[src/rtl/alarm_trigger.sv]
// Alarm comparator and ring/snooze state machine: ring rises one clock after the matching hh:mm:00 appears.
// Optional snooze support is compiled in with ALARM_SNOOZE_EN; without it, only stop, alarm_en low or timeout end a ring.
module alarm_trigger #(
  parameter int RING_SEC   = 60,
  parameter int SNOOZE_SEC = 300,
  parameter int MAX_SNOOZE = 3
) (
  input  logic       clock,
  input  logic       reset,
  input  logic       sec_tick,
  input  logic       alarm_en,
  input  logic       stop,
  input  logic       snooze,
  input  logic [7:0] time_second,
  input  logic [7:0] time_minute,
  input  logic [7:0] time_hour,
  input  logic [7:0] alarm_minute,
  input  logic [7:0] alarm_hour,
  output logic       ring,
  output logic       beep,
  output logic       snoozing,
  output logic [3:0] snooze_left
);

  typedef enum logic [1:0] {IDLE = 2'd0, RING = 2'd1, SNOOZE = 2'd2} state_t;

  state_t      state, state_n;
  logic [15:0] ring_cnt, ring_cnt_n;
  logic        phase, phase_n;
  logic        match, match_d, trigger;
`ifdef ALARM_SNOOZE_EN
  logic [15:0] snz_cnt, snz_cnt_n;
  logic [3:0]  left, left_n;
`endif

  assign match   = alarm_en & (time_hour == alarm_hour) & (time_minute == alarm_minute)
                 & (time_second == 8'h00);
  assign trigger = match & ~match_d;

  always_comb begin
    state_n    = state;
    ring_cnt_n = ring_cnt;
    phase_n    = phase;
`ifdef ALARM_SNOOZE_EN
    snz_cnt_n  = snz_cnt;
    left_n     = left;
`endif
    if (!alarm_en) begin
      state_n = IDLE;
    end else begin
      case (state)
        IDLE: begin
          if (trigger) begin
            state_n    = RING;
            ring_cnt_n = '0;
            phase_n    = 1'b0;
`ifdef ALARM_SNOOZE_EN
            left_n     = 4'(MAX_SNOOZE);
`endif
          end
        end
        RING: begin
          if (stop) begin
            state_n = IDLE;
`ifdef ALARM_SNOOZE_EN
          end else if (snooze) begin
            // Snooze with none left behaves as stop.
            if (left != 4'd0) begin
              state_n   = SNOOZE;
              snz_cnt_n = '0;
              left_n    = left - 4'd1;
            end else begin
              state_n = IDLE;
            end
`endif
          end else if (sec_tick) begin
            if (ring_cnt == 16'(RING_SEC - 1)) begin
              state_n = IDLE;
            end else begin
              ring_cnt_n = ring_cnt + 16'd1;
              phase_n    = ~phase;
            end
          end
        end
`ifdef ALARM_SNOOZE_EN
        SNOOZE: begin
          if (stop) begin
            state_n = IDLE;
          end else if (sec_tick) begin
            if (snz_cnt == 16'(SNOOZE_SEC - 1)) begin
              state_n    = RING;
              ring_cnt_n = '0;
              phase_n    = 1'b0;
            end else begin
              snz_cnt_n = snz_cnt + 16'd1;
            end
          end
        end
`endif
        default: state_n = IDLE;
      endcase
    end
    if (state_n == IDLE) begin
      ring_cnt_n = '0;
      phase_n    = 1'b0;
`ifdef ALARM_SNOOZE_EN
      snz_cnt_n  = '0;
`endif
    end
  end

  always_ff @(posedge clock) begin
    if (reset) begin
      state    <= IDLE;
      ring_cnt <= '0;
      phase    <= 1'b0;
      // Held high so a time already equal to the alarm at release does not ring.
      match_d  <= 1'b1;
`ifdef ALARM_SNOOZE_EN
      snz_cnt  <= '0;
      left     <= 4'(MAX_SNOOZE);
`endif
    end else begin
      state    <= state_n;
      ring_cnt <= ring_cnt_n;
      phase    <= phase_n;
      match_d  <= match;
`ifdef ALARM_SNOOZE_EN
      snz_cnt  <= snz_cnt_n;
      left     <= left_n;
`endif
    end
  end

  assign ring = (state == RING);
  assign beep = ring & ~phase;

`ifdef ALARM_SNOOZE_EN
  assign snoozing    = (state == SNOOZE);
  assign snooze_left = left;
`else
  logic unused_snooze;
  assign unused_snooze = ^{snooze, 16'(SNOOZE_SEC), 4'(MAX_SNOOZE)};
  assign snoozing      = 1'b0;
  assign snooze_left   = 4'd0;
`endif

endmodule

[config.mk]
export PLATFORM = sky130hd
export DESIGN_NAME = alarm_trigger
export DESIGN_NICKNAME = d
export VERILOG_FILES = /design/src/rtl/alarm_trigger.sv
export SDC_FILE = /design/constraint.sdc
export NUM_CORES = 1
export LEC_CHECK = 0
export BUFFER_PORTS_ARGS = -buffer_cell sky130_fd_sc_hd__buf_4
export CORE_ASPECT_RATIO = 0.6
export CORE_UTILIZATION = 45
export CTS_CLUSTER_SIZE = 30
export DETAILED_ROUTE_END_ITERATION = 16
export GPL_ROUTABILITY_DRIVEN = 1
export GPL_TIMING_DRIVEN = 0
export PLACE_DENSITY = 0.78
export SLEW_MARGIN = 5
export SYNTH_ARGS = -nofsm -noshare
export SYNTH_HDL_FRONTEND = slang
export SYNTH_SLANG_ARGS = --single-unit
[constraint.sdc]
create_clock -name clock -period 4.5 [get_ports clock]
set_input_delay 1.35 -clock clock [delete_from_list [all_inputs] [get_ports clock]]
set_output_delay 1.35 -clock clock [all_outputs]
set_load 0.01 [all_outputs]
Yosys cells after proc, flatten, opt, wreduce, memory -nomap -nowiden

Index checks and enable logic that the tools add are counted.

Register bits after elaboration: 20
Input bits: 46
Output and inout bits: 7
Logic and storage cells: 42

Add/sub/neg operators: 1
Equal/unequal tests: 8
Multiplexer cells: 16
Bitwise logic cells: 7
Reductions and logical operators: 6

Operators by type and width:

| cell                                            | count |
|---|---|
| two-way mux 16 bit                              | 4 |
| one-hot mux 16 bit (2 select lines)             | 1 |
| adder 16 x 1 -> 16 bit (second input constant)  | 1 |
| == test 16 x 6 -> 1 bit (second input constant) | 1 |
| == test 8 bit                                   | 2 |
| two-way mux 2 bit                               | 5 |
| logical NOT 8 bit                               | 1 |
| != test 2 bit (second input constant)           | 4 |
| AND reduction 6 bit                             | 1 |
| bitwise AND 1 bit                               | 5 |
| logical NOT 2 bit                               | 2 |
| two-way mux 1 bit                               | 4 |
| one-hot mux 2 bit (2 select lines)              | 1 |
| == test 2 x 1 -> 1 bit (second input constant)  | 1 |
| inverter 1 bit                                  | 2 |
| one-hot mux 1 bit (2 select lines)              | 1 |
| nonzero test 2 bit                              | 1 |
| OR reduction 2 bit                              | 1 |

Logic depth before layout (Yosys ltp)

Gate-level depths: netlist of run 1.

Depth in word-level cells: 10
Depth in mapped cells: 9
Mapped depth without buffers: 7

Worst setup path before layout of run 1

Ideal clock, no wire load.

Path type: input -> register
Start: in time_second[1]
End: reg ring_cnt[7]
Setup time: 127 ps
Arrival: 3181 ps
Required time: 4373 ps
Path slack: 1192 ps
Stages on the path: 8
Path buffers: 2
Cell sequence: or4_1 > a2111o_1 > nor3_4 > a31oi_4 > clkbuf_8 > clkbuf_1 > o21ai_0 > a21oi_1

Cells in the longest elaborated chain, start to end: 8
Elaborated cells on any way between the ends: 10
Those cells by class: eq/ne: 1; mux: 3; bitwise: 2; reduce/logical: 4

Ends and longest elaborated chain:

| item                                | line | RTL |
|---|---|---|
| start, declared                     | 14   | `input logic [7:0] time_second,` |
| logical NOT 8 bit (*)               | 37   | `& (time_second == 8'h00);` |
| bitwise AND 1 bit (*)               | 37   |  |
| bitwise AND 1 bit (*)               | 38   | `assign trigger = match & ~match_d;` |
| two-way mux 2 bit                   | 53   | `if (trigger) begin` |
| one-hot mux 2 bit (2 select lines)  | 51   | `case (state)` |
| two-way mux 2 bit                   | 48   | `if (!alarm_en) begin` |
| logical NOT 2 bit                   | 103  | `if (state_n == IDLE) begin` |
| OR reduction 2 bit (no source line) | --   |  |
| end signal, assigned                | 125  | `ring_cnt <= ring_cnt_n;` |
| end, declared                       | 28   | `logic [15:0] ring_cnt, ring_cnt_n;` |

Mark *: on every way between the ends. The rest lies on a longest branch, timed or not.
A chain may end at the register's enable or synchronous reset.

Worst setup path after layout of run 1

Start: in time_second[1]
End: reg ring_cnt[8]

The elaborated chain is that of the path after synthesis.

==> impl_metrics.tcl, run 1 <==
set metrics [dict create \
    grt_pass1_wl_um 6070 \
    nFillCells 218 \
    syn_area_per_cell_um2 8.45 \
    rsz0062_at_grt "no" \
    p_clk_frac 0.334 \
    async_flop_share 0 \
    dieWidth_um 70.1 \
    synth-edff-count 0 \
    combPwrFrac 0.159 \
    cts_resized 0 \
    max_stage_delay_ns 0.51 \
    dr.first_iter.drc_count 113 \
    finalCriticalPeriod_ns 3.43 \
    dp_hpwl_um 2970 \
    cts_max_level 1 \
    critPathKind "input port to flop" \
    grt_max_degree 11 \
    synthFlopType "dfxtp_1" \
    via_count 1387 \
    syn_inst 148 \
    crit_buf_inv 3 \
    synth_area_um2 1250 \
    cts_tree "yes" \
    max-slew-margin-rel 0.667 \
    p_seq_frac 0.506 \
    numClockSinks 20 \
    synth.distinct_cells 41 \
    internal_power_uw 275 \
    hold_viol_final 0 \
    crit_family "compound AO/OA/AOI/OAI gates" \
    min_path_type "flop to flop" \
    switching_share 0.220 \
    cts_setup_buffers 0 \
    area_growth_pct 35.6 \
    clk_pin_slew_ns 0.07 \
    p_leak_uw 0.000647 \
    fmax_ghz 0.291 \
    worst_pin_slew_ns 0.496 \
    cp.required_ns 4.65 \
    outcome "complete, no violations" \
    timing.final.ws_setup_ns 1.07 \
    hold_buffers 0 \
    start_util 0.486 \
    ys_seq_elements 20 \
    drc 0 \
    cp.arrival_ns 3.58 \
    slowest_stage "or4_1" \
    grt_usage 0.262 \
    antenna_found_initial 0 \
    die_h_um 42.8 \
    end_kind "flop" \
    ios 53 \
    grt_overflow 0 \
    p_switching_uw 77.5 \
    cp-start-kind "input port" \
    peakVddDrop_mv 0.147 \
    path_cells "buf_4 -> or4_1 -> a2111o_1 -> nor3_4 -> a31oi_4 -> clkbuf_8 -> clkbuf_1 -> o21ai_0 -> a21oi_1" \
    ys_seq_area_frac 0.320 \
    globalplace.congestion 0.887 \
    routedWlPerCell_um 15.9 \
    yosys_warnings 0 \
    p_per_area_nw_per_um2 208 \
    post-route-period-util 0.763 \
    skew_ns 0.00522 \
    port-buffer-count 46 \
    cts_buffers 3 \
    fp-row-count 14 \
    cts_buffer_depth 2 \
    fp.dieArea_um2 3000 \
    drt-total-wl_um 3720 \
    via_per_inst 5.93 \
    cts_root_buf "clkbuf_8" \
    grt_pass1_vias 1279 \
    fin_setup_tns_ns 0 \
    max-cap-violations 0 \
    critPathMaxFanout 10 \
    maxSlewViolCount 0 \
    drive_above_1_share 0.322 \
    post-place-ws_ns 0.803 \
    finalSetupViolations 0 \
    coreArea_um2 2570 \
    drtPass1Iterations 4 \
    ant_nets 0 \
    n_antenna_cell 0 \
    clock_latency_ns 0.26 \
    num-nets-final 251 \
]
## kinds of logic after synthesis
logic type | synth area share
other | 0.00300
DFF | 0.320
AOI/OAI and AO/OA | 0.170
buffers and inverters | 0.0680
xor gates and xnor gates | 0.112
muxes | 0.00800
adders and majority gates | 0.0100
and+or+nand+nor | 0.309
## worst register-to-register path, stage by stage (launching register included)
cell,delay (ns)
dfxtp_1,0.47
ha_1,0.29
nand3_1,0.23
nand4b_1,0.30
and3_2,0.31
a31oi_4,0.31
clkbuf_8,0.25
clkbuf_1,0.36
o21ai_0,0.17
a21oi_1,0.16
## registers in the layout (all words and copies together), names as in the netlist
register and cells:
ring_cnt 16, state 2, match_d 1, phase 1
## area by class of cell
type,instances,area (µm²),share of cell area
inverter,4,15.0,0.00885
clock buffer,3,41.3,0.0243
multi-input combinational,120,785,0.462
tap,32,40.0,0.0236
timing repair buffer,46,345,0.204
sequential,20,400,0.236
buffer,9,70.1,0.0413
## final timing paths
path,from,to,slack (ns),cells past startpoint
max,time_second[1],ring_cnt[8]$_SDFFE_PP0P_,1.07,9
min reg2reg,phase$_SDFFE_PP0P_,phase$_SDFFE_PP0P_,0.49,2
max reg2reg,ring_cnt[0]$_SDFFE_PP0P_,ring_cnt[13]$_SDFFE_PP0P_,1.58,9
min,phase$_SDFFE_PP0P_,phase$_SDFFE_PP0P_,0.49,2
## synthesized netlist by cell type, types with 3 or more instances
| master | number | area, µm² |
|---|---|---|
| o21ai_0 | 8 | 40.0 |
| nand4_1 | 6 | 37.5 |
| nand3_1 | 11 | 55.1 |
| nor2_1 | 8 | 30.0 |
| nand2_1 | 6 | 22.5 |
| buf_4 | 5 | 37.5 |
| xnor2_1 | 14 | 123 |
| or3_2 | 3 | 22.5 |
| inv_1 | 4 | 15.0 |
| o31ai_1 | 4 | 30.0 |
| a21oi_1 | 11 | 55.1 |
| dfxtp_1 | 20 | 400 |
| or4_1 | 8 | 60.1 |
| or3_1 | 7 | 43.8 |
## metal layers
metal	GRT usage	vias up	share of wire
li1	-	655	-
met1	0.354	668	0.45
met2	0.425	60	0.46
met3	0.0665	4	0.076
met4	0.0520	0	0.0083
met5	0	-	0
## through the flow
stage	instance area, µm²	utilization	std cells	power (µW)	hold WS [ns]
6_report	1700	0.659	234	352	0.493
5_1_grt	1700	0.659	234	364	0.516
4_1_cts	1700	0.659	234	351	0.489
3_5_place_dp	1660	0.643	231	238	0.478
3_3_place_gp	1660	0.643	231	236	0.474
2_1_floorplan	1270	-	153	203	0.456
## power groups by stage
stage                     sequential (µW)  clock, µW  combinational, µW
after floorplan                       182          0               21.1
after global placement                182          0               53.5
after detailed placement              183          0               55.8
after CTS                             178        117               55.9
after global routing                  178        125               61.1
final                                 178        118               56.2
## layout by cell type, fill, tap and decap left out, types with 2 or more instances in the layout
cell       n
a21oi_1   11
buf_4     51
clkbuf_1   2
clkbuf_8   4
conb_1     6
dfxtp_1   20
inv_1      4
nand2_1    6
nand2b_1   2
nand3_1   11
nand4_1    6
nor2_1     8
nor3_1     2
nor4_1     2
o211ai_1   2
o21ai_0    8
o31ai_1    4
or3_1      7
or3_2      3
or4_1      8
xnor2_1   14
xor2_1     2
Note: power is estimated with default switching activity, not from simulation.
==> run 2: changes to the inputs <==
CORE_UTILIZATION = 42   (was 45)
PLACE_DENSITY = 0.76   (was 0.78)
clock period = 2.86 ns   (was 4.5 ns; I/O delays follow)
==> impl_metrics.tcl, run 2 (same netlist as run 1, synthesis figures left out) <==
set metrics [dict create \
    outcome "complete, no violations" \
    end_kind "flop" \
    routedWlPerCell_um 14.5 \
    final_util 0.656 \
    cp-start-kind "input port" \
    cp.required_ns 3.06 \
    grt_overflow 0 \
    dp_hpwl_um 2820 \
    maxSlewViolCount 0 \
    cts_max_level 1 \
    grt_usage 0.230 \
    critPathKind "input port to flop" \
    max_stage_delay_ns 0.51 \
    fin_setup_tns_ns 0 \
    drive_above_1_share 0.335 \
    drc 0 \
    cts_root_buf "clkbuf_8" \
    max-cap-violations 0 \
    hold_buffers 0 \
    dieWidth_um 72.5 \
    cts_buffers 3 \
    start_util 0.470 \
    via_count 1346 \
    p_per_area_nw_per_um2 372 \
    num-nets-final 251 \
    peakVddDrop_mv 0.225 \
    largest_reg_flops 16 \
    hold_viol_final 0 \
    path_cells "buf_4 -> or4_1 -> a2111o_1 -> nor3_4 -> a31oi_4 -> buf_8 -> or3_1 -> a21oi_2" \
    cts_buffer_depth 2 \
    largest-register "ring_cnt" \
    dr.first_iter.drc_count 172 \
    grt_max_degree 13 \
    area_growth_pct 39.5 \
    drtPass1Iterations 5 \
    p_leak_uw 0.000664 \
    finalCriticalPeriod_ns 2.79 \
    fmax_ghz 0.358 \
    globalplace.congestion 0.912 \
    clock_latency_ns 0.26 \
    slowest_stage "or4_1" \
    finalSetupViolations 0 \
    cp.arrival_ns 2.99 \
    ios 53 \
    reg_top3 "ring_cnt x16, state x2" \
    mostFrequentLayoutCell "buf_4" \
    antenna_found_initial 0 \
    clk_pin_slew_ns 0.08 \
    ant_nets 0 \
    coreArea_um2 2660 \
    port-buffer-count 46 \
    fp.dieArea_um2 3210 \
    die_h_um 44.3 \
    final_cell_mix "buf_4, dfxtp_1, xnor2_1" \
    rsz0062_at_grt "yes" \
    min_path_type "flop to flop" \
    numClockSinks 20 \
    fp-row-count 14 \
    grt_pass1_vias 1187 \
    grt_pass1_wl_um 5560 \
    skew_ns 0.00609 \
    post-route-period-util 0.976 \
    drt-total-wl_um 3520 \
    cts_tree "yes" \
    final_cell_area_um2 1750 \
    via_per_inst 5.54 \
    n_antenna_cell 0 \
    post_dp_cell_area_um2 1670 \
    critPathMaxFanout 10 \
]
## run 2: cell types whose count changed in the layout (fill, tap and decap cells not counted), sizes merged
cell,delta
clkbuf,-2
bufinv,+1
buf,+2
## run 2: worst paths after layout
path	start	to	slack [ns]	cells past startpoint
worst max register to register	ring_cnt[0]$_SDFFE_PP0P_	ring_cnt[0]$_SDFFE_PP0P_	0.34	9
worst min register to register	ring_cnt[15]$_SDFFE_PP0P_	ring_cnt[15]$_SDFFE_PP0P_	0.49	2
worst min-delay path	ring_cnt[15]$_SDFFE_PP0P_	ring_cnt[15]$_SDFFE_PP0P_	0.49	2
worst max-delay path	time_second[1]	ring_cnt[14]$_SDFFE_PP0P_	0.07	8
## run 2: routing by layer
metal  share of wire  vias to the layer above  GRT usage  routed length (µm)
met1            0.45                      633      0.325                1600
met3           0.067                        4     0.0524                 237
met2            0.47                       50      0.370                1670
li1                -                      659          -                   -
met4          0.0048                        0     0.0314                  17
met5               0                        -          0                   0
## run 2: worst max-delay path, delay by kind of cell
| kind | cells | cell delay [ns] |
|---|---|---|
| simple gates | 3 | 1.10 |
| compound gates | 3 | 0.73 |
| buf+inv | 2 | 0.30 |
## run 2: area by class of cell
class,count,area (µm²)
Tap cell,40,50.0
Clock inverter,1,30.0
Timing Repair Buffer,46,345
Inverter,4,15.0
Clock buffer,3,41.3
Sequential cell,20,400
Fill cell,240,917
Buffer,9,75.1
Multi-Input combinational cell,120,788
## run 2: metrics by stage
stage	power, µW	hold WS, ns	setup WS, ns	std cells
floorplan	320	0.456	0.0444	153
global placement	371	0.472	-0.268	239
detailed placement	374	0.477	-0.286	239
CTS	651	0.490	0.0450	243
global route	671	0.516	-0.0164	243
finish	649	0.489	0.0672	243
## run 2: timing repair
item / in CTS / in global routing
setup endpoints to repair: 2 / 9
buffers inserted: 0 / 0
gates resized for setup: 1 / 7
## run 2: where the power goes
part | internal (µW) | switching, µW | total, µW
Combinational | 59.0 | 28.1 | 87.1
Clock | 187 | 94.5 | 281
Sequential | 280 | 0.987 | 281
Total | 525 | 124 | 649
